`src/rtl/game_round_controller.sv`:
```
// rtl/game_round_controller.sv - round sequencer for the sprite game: start, aim, shot, end and win score
module game_round_controller #(
  parameter int END_FRAMES          = 60,
  parameter int SHOT_TIMEOUT_FRAMES = 255,
  parameter int FRAME_CNT_WIDTH     = 8,
  parameter int SCORE_WIDTH         = 4
) (
  input  logic                   clk,
  input  logic                   reset,
  input  logic                   key,
  input  logic                   frame_end,
  input  logic                   collision,
  input  logic                   target_out,
  input  logic                   torpedo_out,
  output logic                   sprite_start,
  output logic                   sprite_enable,
  output logic                   launch,
  output logic                   end_of_game,
  output logic                   game_won,
  output logic [SCORE_WIDTH-1:0] score
);

  typedef enum logic [2:0] {
    ST_IDLE  = 3'd0,
    ST_START = 3'd1,
    ST_AIM   = 3'd2,
    ST_SHOT  = 3'd3,
    ST_END   = 3'd4
  } state_t;

  localparam logic [FRAME_CNT_WIDTH-1:0] END_CNT  = FRAME_CNT_WIDTH'(END_FRAMES);
  localparam logic [FRAME_CNT_WIDTH-1:0] SHOT_CNT = FRAME_CNT_WIDTH'(SHOT_TIMEOUT_FRAMES);

  state_t                     state_q;
  logic                       key_q;
  logic [FRAME_CNT_WIDTH-1:0] frame_cnt_q;
  logic [FRAME_CNT_WIDTH-1:0] frame_cnt_d;
  logic [SCORE_WIDTH-1:0]     score_q;
  logic [SCORE_WIDTH-1:0]     score_d;
  logic                       key_rise;
  logic                       sprite_start_q, sprite_enable_q, launch_q;
  logic                       end_of_game_q, game_won_q;

  always_comb begin
    key_rise    = key & ~key_q;
    frame_cnt_d = frame_cnt_q + FRAME_CNT_WIDTH'(1);
    // Score saturates at all-ones rather than wrapping back to zero
    score_d     = (score_q == '1) ? score_q : score_q + SCORE_WIDTH'(1);
  end

  always_ff @(posedge clk) begin
    if (!reset) begin
      state_q         <= ST_IDLE;
      key_q           <= 1'b0;
      frame_cnt_q     <= '0;
      score_q         <= '0;
      sprite_start_q  <= 1'b0;
      sprite_enable_q <= 1'b0;
      launch_q        <= 1'b0;
      end_of_game_q   <= 1'b0;
      game_won_q      <= 1'b0;
    end else begin
      key_q          <= key;
      sprite_start_q <= 1'b0;
      launch_q       <= 1'b0;
      case (state_q)
        ST_IDLE: begin
          if (frame_end) begin
            state_q        <= ST_START;
            sprite_start_q <= 1'b1;
          end
        end
        ST_START: begin
          state_q         <= ST_AIM;
          frame_cnt_q     <= '0;
          sprite_enable_q <= 1'b1;
        end
        ST_AIM: begin
          if (target_out) begin
            state_q         <= ST_END;
            frame_cnt_q     <= '0;
            sprite_enable_q <= 1'b0;
            end_of_game_q   <= 1'b1;
            game_won_q      <= 1'b0;
          end else if (key_rise) begin
            state_q     <= ST_SHOT;
            frame_cnt_q <= '0;
            launch_q    <= 1'b1;
          end
        end
        ST_SHOT: begin
          if (collision) begin
            state_q         <= ST_END;
            frame_cnt_q     <= '0;
            sprite_enable_q <= 1'b0;
            end_of_game_q   <= 1'b1;
            game_won_q      <= 1'b1;
            score_q         <= score_d;
          end else if (target_out || torpedo_out || (frame_end && frame_cnt_d == SHOT_CNT)) begin
            state_q         <= ST_END;
            frame_cnt_q     <= '0;
            sprite_enable_q <= 1'b0;
            end_of_game_q   <= 1'b1;
            game_won_q      <= 1'b0;
          end else if (frame_end) begin
            frame_cnt_q <= frame_cnt_d;
          end
        end
        ST_END: begin
          if (frame_end) begin
            if (frame_cnt_d == END_CNT) begin
              state_q        <= ST_START;
              sprite_start_q <= 1'b1;
              end_of_game_q  <= 1'b0;
              game_won_q     <= 1'b0;
            end else begin
              frame_cnt_q <= frame_cnt_d;
            end
          end
        end
        default: state_q <= ST_IDLE;
      endcase
    end
  end

  assign sprite_start  = sprite_start_q;
  assign sprite_enable = sprite_enable_q;
  assign launch        = launch_q;
  assign end_of_game   = end_of_game_q;
  assign game_won      = game_won_q;
  assign score         = score_q;

endmodule

```
`config.mk`:
```
export PLATFORM = sky130hd
export DESIGN_NAME = game_round_controller
export DESIGN_NICKNAME = d
export VERILOG_FILES = /design/src/rtl/game_round_controller.sv
export SDC_FILE = /design/constraint.sdc
export NUM_CORES = 1
export LEC_CHECK = 0
export CORE_ASPECT_RATIO = 0.75
export CORE_MARGIN = 5
export CORE_UTILIZATION = 55
export CTS_BUF_LIST = sky130_fd_sc_hd__clkbuf_8
export DETAILED_ROUTE_END_ITERATION = 8
export GPL_TIMING_DRIVEN = 0
export PLACE_DENSITY_LB_ADDON = 0.3
export SLEW_MARGIN = 40
export SYNTH_ARGS = -nofsm -noshare
export SYNTH_HDL_FRONTEND = slang
export SYNTH_SLANG_ARGS = --single-unit
```
`constraint.sdc`:
```
create_clock -name clk -period 5.7 [get_ports clk]
set_clock_uncertainty 0.2 [all_clocks]
set_input_delay 1.71 -clock clk [delete_from_list [all_inputs] [get_ports clk]]
set_output_delay 1.71 -clock clk [all_outputs]
set_load 0.03 [all_outputs]
```
==> out/results.tsv, run 1 <==
stage	metric	value	unit
status	status	complete, no violations	
drt	viasPerCell	6.152	
final_layout	nFillCells	181	
drt	drt_wl_total	3.449	mm
floorplanning	start_util	0.5835	
grt	grt_pass1_vias	1243	
drt	ant_nets	0	
logic_synthesis	syn-cell-area	1369	um2
place	port_buffers	14	
floorplanning	row_count	15	
grt	antenna_found_initial	0	
grt	grt_overflow	0	
drt	avgRoutedWirePerCell	16.35	um
sta	fin_ws	2042	ps
critical_path	setup.worst_path.start_class	input port	
final_layout	final_common_cell	dfxtp_1	
grt	grt_pass1_wl	5.506	mm
logic_synthesis	ys_async_sr_fraction	0	
final_layout	stdcell_area	1600	um2
drt	drc	0	
drt	first_pass_iters	4	
final_layout	area_growth	16.91	%
final_layout	num_antenna_cells	0	
final_layout	drive_gt1_frac	0.1582	
logic_synthesis	ys.warnings.count	0	
pwr	seq_power_share	0.357	
floorplanning	die_h	53.21	um
logic_synthesis	synth_ff_type	dfxtp_1	
clock_network	clockBufferDepth	2	
logic_synthesis	syn_inst	159	
pwr	intPower	300.2	uW
sta	hold_violations	0	
clock_network	clk_latency	260	ps
place	post_dp_cell_area	1551	um2
pwr	clkPwrFrac	0.196	
pwr	peakVddDrop	0.0001931	V
drt	vias	1298	
logic_synthesis	yosysSeqAreaShare	0.3071	
final_layout	final_cell_mix	21 x dfxtp_1, 17 x nand2_1, 17 x nor2_1, 14 x clkdlybuf4s50_1, 7 x nand3_1	
drt	drt_iter0_markers	130	
logic_synthesis	syn_avg_cell_area	8.609	um2
final_layout	regArea	420.4	um2
clock_network	h-tree-depth	1	
critical_path	critPathRequiredTime	5660	ps
sta	rsz0062_at_grt	false	
final_layout	final_nets	189	
logic_synthesis	ys_types	54	
floorplanning	die_area	3597	um2
clock_network	cts_buffers	3	
sta	fmax	273.4	MHz
floorplanning	core_area	2346	um2
final_layout	finalCoreUtilization	0.6821	
clock_network	clkSlewWorstSetupHoldPaths	80	ps
sta	worst_pin_slew	535.5	ps
final_layout	multi_input_area	873.3	um2
hold_path	hold_class	reg -> reg	
sta	drv_slew	0	
sta	fin_setup_tns	0	ps
sta	period_needed	3658	ps
grt	grt_max_degree	14	
pwr	p_sw_frac	0.4097	
pwr	leakagePower	0.0005769	uW
critical_path	critPathMaxFanout	5	
place	dp_hpwl	2.455	mm
pwr	powerDensity	317.8	nW/um2
pwr	combPwrFrac	0.448	
job	maxCapViolations	0	
place	place.gp.congestion	0.9288	
pwr	p_switching	208.4	uW
clock_network	cts_root_buffer	clkbuf_8	
logic_synthesis	synth_seq_cells	21	
critical_path	cp-end-kind	register	
clock_network	numClockSinks	21	
clock_network	cts_resized	0	
critical_path	critical_path_class	in -> reg	
floorplanning	pin_count	16	
sta	setup_viol	0	
floorplanning	die_x	67.61	um
sta	relSlewSlack	0.6430	
clock_network	post_cts_buffers	0	
logic_synthesis	synth_edf_count	0	
logic_synthesis	synthesis.nets	170	
clock_network	cts_tree	built	
clock_network	cts_hold_buffers	0	
grt	grt_util_all_layers	0.2091	
sta	finalCritPeriodShare	0.6418	
critical_path	cp.arrival	3620	ps
place	pre_cts_slack	1845	ps
[sequential cells by signal (all words and copies together) (netlist names)]
register / cells
end_of_game: 1
key_q: 1
frame_cnt_q: 8
state_q: 3
sprite_enable: 1
launch: 1
score: 4
game_won: 1
sprite_start: 1
[per-stage QoR]
stage / power (uW) / std cells / hold WS [ps]
6_report: 508.6 / 211 / 255.2
5_1_grt: 534.7 / 211 / 284.7
4_1_cts: 504.5 / 211 / 257.6
3_5_place_dp: 401.2 / 207 / 246.9
3_3_place_gp: 395.2 / 207 / 238.4
2_1_floorplan: 343.7 / 159 / 272.6
[power by group through the flow]
| stage | logic, uW | clock network (uW) | registers [uW] |
|---|---|---|---|
| 2_1_floorplan | 143 | 0 | 200 |
| 5_1_grt | 240 | 110 | 184 |
| 3_5_place_dp | 218 | 0 | 183 |
| 6_report | 228 | 99.5 | 181 |
| 3_3_place_gp | 212 | 0 | 183 |
| 4_1_cts | 222 | 102 | 181 |
[final cells by class]
cell class / instances / area share
plain buffers: 11 / 0.03988
repair buffers: 14 / 0.08757
multi-input cells: 124 / 0.5457
clock inverters: 1 / 0.004691
flip-flops and latches: 21 / 0.2627
clock buffers: 3 / 0.02580
well taps: 34 / 0.02658
inverters: 3 / 0.007037
[layer usage]
layer  vias up  wire length (um)  global-route usage
li1        626                 -                   -
met1       582              1471              0.2535
met2        72              1546              0.3231
met3        18               303             0.06369
met4         0               128              0.1246
met5         -                 0                   0
[cells in the mapped netlist (3+ instances only)]
cell	count	area (um2)
inv_1	3	11.26
nand4b_1	3	26.28
o31ai_1	3	22.52
nand4_1	4	25.02
buf_2	3	15.01
nor2_1	17	63.81
and2_1	4	25.02
nand2_1	17	63.81
a21oi_1	4	20.02
nand3_1	7	35.03
and3_1	5	31.28
a32oi_1	3	26.28
o41ai_2	3	48.80
clkbuf_1	5	18.77
o21ai_1	3	15.01
a31oi_1	3	18.77
ha_1	4	50.05
o21ai_0	5	25.02
dfxtp_1	21	420.4
[worst paths after layout]
check / startpoint / to / slack [ps] / cells past startpoint
worst max-delay path: target_out / frame_cnt_q[5] / 2040 / 7
worst min-delay path: end_of_game / end_of_game / 260 / 2
worst max register to register: frame_cnt_q[1] / frame_cnt_q[5] / 3080 / 7
worst min register to register: end_of_game / end_of_game / 260 / 2
[logic make-up after synthesis]
kind of cell	after synthesis	share of synthesized area
buffers and inverters	14	0.05484
AND/OR/NAND/NOR	75	0.3144
adder cells (fa/ha/maj)	4	0.03656
multiplexers	1	0.007313
XOR/XNOR	3	0.01920
flip-flops	21	0.3071
AO/OA/AOI/OAI	41	0.2605
[worst max-delay path, cell delays in order]
cell             delay, ps
clkdlybuf4s50_1        560
nand2b_1               230
o31ai_1                110
o21ai_1                300
o311a_2                330
nand2_4                 90
o41ai_2                290
(Power assumes the default switching activity.)
==> inputs of run 2 (changes only) <==
Settings changed: CORE_UTILIZATION 55 to 52.
Clock period 5.7 ns to 3.05 ns, I/O delays scaled along.
==> run 2 against run 1 <==
Compared with the run above:
- final area rose by 0.16%
- largest power group unchanged
- total power rose by 85%
- highest routed layer unchanged
- critical path depth did not move
- first-iteration DRC count fell by 8.5%
- die area rose by 4.8%
==> out/results.tsv, run 2 (synthesized netlist as in run 1, its figures left out) <==
stage	metric	value	unit	change
status	status	complete, no violations		unchanged
sta	fin_setup_tns	0	ps	unchanged
sta	rsz0062_at_grt	false		unchanged
critical_path	reg2regPathDepth	7		unchanged
critical_path	critPathRequiredTime	3020	ps	was 5660 ps
drt	viasPerCell	6.117		was 6.152
sta	hold_ws	289.7	ps	was 255.2 ps
final_layout	largest_register_ffs	8		unchanged
critical_path	r2r-start	frame_cnt_q[1]		unchanged
critical_path	setup.worst_path.start_class	input port		unchanged
grt	grt_pass1_wl	5.602	mm	was 5.506 mm
sta	hold_violations	0		unchanged
final_layout	drive_gt1_frac	0.1582		unchanged
critical_path	cp-end-kind	register		unchanged
floorplanning	row_count	16		was 15
sta	finalCritPeriodShare	0.9008		
critical_path	critPathTopFamily	simple AND/OR/NAND/NOR gates		was compound AO/OA/AOI/OAI gates
final_layout	stdcell_area	1603	um2	was 1600 um2
drt	drt_iter0_markers	119		was 130
sta	period_needed	2748	ps	
clock_network	h-tree-depth	1		unchanged
critical_path	critPathMaxFanout	10		was 5
grt	grt_util_all_layers	0.1874		was 0.2091
sta	fmax	364.0	MHz	
grt	antenna_found_initial	0		unchanged
grt	grt_pass1_vias	1234		was 1243
sta	drv_slew	0		unchanged
pwr	combPwrFrac	0.438		was 0.448
critical_path	crit_start	collision		was target_out
pwr	p_switching	381.2	uW	was 208.4 uW
final_layout	nFillCells	240		was 181
floorplanning	start_util	0.5342		was 0.5835
floorplanning	pin_count	16		unchanged
place	dpl.cell_count	209		was 207
clock_network	clk_latency	270	ps	was 260 ps
drt	first_pass_iters	4		unchanged
critical_path	reg2reg_to	frame_cnt_q[4]		was frame_cnt_q[5]
grt	grt_max_degree	14		unchanged
place	place.gp.congestion	0.9311		was 0.9288
floorplanning	core_area	2562	um2	was 2346 um2
critical_path	crit_cells	7		unchanged
critical_path	critical_path_class	in -> reg		unchanged
final_layout	final_nets	189		unchanged
critical_path	path_buf_inv	2		was 1
clock_network	cts_root_buffer	clkbuf_8		unchanged
critical_path	worst_path_max_delay_cell	or4b_4		was clkdlybuf4s50_1
pwr	leakagePower	0.0005769	uW	unchanged
place	port_buffers	14		unchanged
clock_network	cts_tree	built		unchanged
sta	relSlewSlack	0.6545		was 0.6430
clock_network	cts_resized	0		unchanged
pwr	p_sw_frac	0.4045		was 0.4097
place	dp_hpwl	2.481	mm	was 2.455 mm
final_layout	num_antenna_cells	0		unchanged
critical_path	cp.arrival	2720	ps	was 3620 ps
clock_network	clkSlewWorstSetupHoldPaths	80	ps	about the same
critical_path	crit_chain	clkdlybuf4s50_1 -> or4b_4 -> o21bai_2 -> o31a_1 -> buf_6 -> nand2_4 -> o41ai_2		was clkdlybuf4s50_1 -> nand2b_1 -> o31ai_1 -> o21ai_1 -> o311a_2 -> nand2_4 -> o41ai_2
sta	worst_pin_slew	513.9	ps	was 535.5 ps
job	maxCapViolations	0		unchanged
clock_network	numClockSinks	21		unchanged
critical_path	reg2reg_slack	410	ps	was 3080 ps
drt	drt_wl_total	3.262	mm	was 3.449 mm
final_layout	final_cell_mix	21 x dfxtp_1, 17 x nand2_1, 17 x nor2_1, 14 x clkdlybuf4s50_1, 7 x nand3_1		unchanged
clock_network	cts_hold_buffers	0		unchanged
final_layout	area_growth	17.09	%	was 16.91%
drt	ant_nets	0		unchanged
critical_path	endpoint	frame_cnt_q[5]		unchanged
clock_network	cts_buffers	3		unchanged
floorplanning	die_h	54.43	um	was 53.21 um
pwr	seq_power_share	0.360		was 0.357
final_layout	finalNonFillerCells	213		was 211
pwr	powerDensity	587.9	nW/um2	was 317.8 nW/um2
final_layout	final_common_cell	dfxtp_1		unchanged
pwr	clkPwrFrac	0.201		was 0.196
drt	vias	1303		was 1298
pwr	intPower	561.1	uW	was 300.2 uW
drt	avgRoutedWirePerCell	15.31	um	was 16.35 um
floorplanning	die_area	3769	um2	was 3597 um2
clock_network	clockBufferDepth	2		unchanged
critical_path	cpPeakStageDelay	540	ps	was 560 ps
final_layout	top_register	frame_cnt_q		unchanged
clock_network	post_cts_buffers	0		unchanged
hold_path	hold_class	reg -> reg		unchanged
sta	setup_viol	0		unchanged
place	post_dp_cell_area	1554	um2	was 1551 um2
pwr	peakVddDrop	0.0002925	V	was 0.0001931 V
grt	grt_overflow	0		unchanged
drt	drc	0		unchanged
floorplanning	die_x	69.25	um	was 67.61 um
[run 2: worst min-delay path: stages, from the launching register on]
cell	delay (ps)
dfxtp_1	330
nand2_1	60
o21ai_1	60
[run 2: worst min-delay path by stage]
stage,from,to,slack [ps],cells after the start
finish,end_of_game,end_of_game,290,2
global placement,end_of_game,end_of_game,240,2
global route,end_of_game,end_of_game,300,2
CTS,game_won,game_won,290,2
detailed placement,end_of_game,end_of_game,280,2
floorplan,key_q,launch,270,2
[run 2: through the flow]
stage | utilization | worst slack (ps) | total power [uW]
floorplan | - | 609.5 | 642.3
global placement | 0.6064 | 78.95 | 743.8
detailed placement | 0.6064 | 20.97 | 753.3
CTS | 0.6255 | 306.0 | 948.0
global route | 0.6255 | 187.3 | 1003
finish | 0.6255 | 302.5 | 942.3
[run 2: layout make-up]
class / count / area (um2) / area share
Buffer: 11 / 63.81 / 0.03981
Clock inverter: 1 / 7.507 / 0.004684
Inverter: 3 / 11.26 / 0.007026
Timing Repair Buffer: 14 / 140.1 / 0.08743
Sequential cell: 21 / 420.4 / 0.2623
Tap cell: 36 / 45.04 / 0.02810
Clock buffer: 3 / 41.29 / 0.02576
Multi-Input combinational cell: 124 / 873.3 / 0.5449
[run 2: power by group through the flow]
stage	combinational (uW)	sequential [uW]	clock, uW
floorplan	268	374	0
global placement	401	342	0
detailed placement	408	345	0
CTS	410	339	200
global route	453	343	207
finish	413	339	190
[run 2: per-layer routing]
| layer | GRT usage | vias to the layer above | wire [um] | part of all wire |
|---|---|---|---|---|
| li1 | - | 628 | - | - |
| met1 | 0.2390 | 632 | 1545 | 0.47 |
| met2 | 0.3165 | 36 | 1509 | 0.46 |
| met3 | 0.04771 | 7 | 170 | 0.052 |
| met4 | 0.06169 | 0 | 36 | 0.011 |
| met5 | 0 | - | 0 | 0 |
==> inputs of run 3 (changes only) <==
Settings changed: TNS_END_PERCENT set to 10.
==> results of run 3 <==
Same layout as run 2: the final DEF is identical, and so are final timing and power.
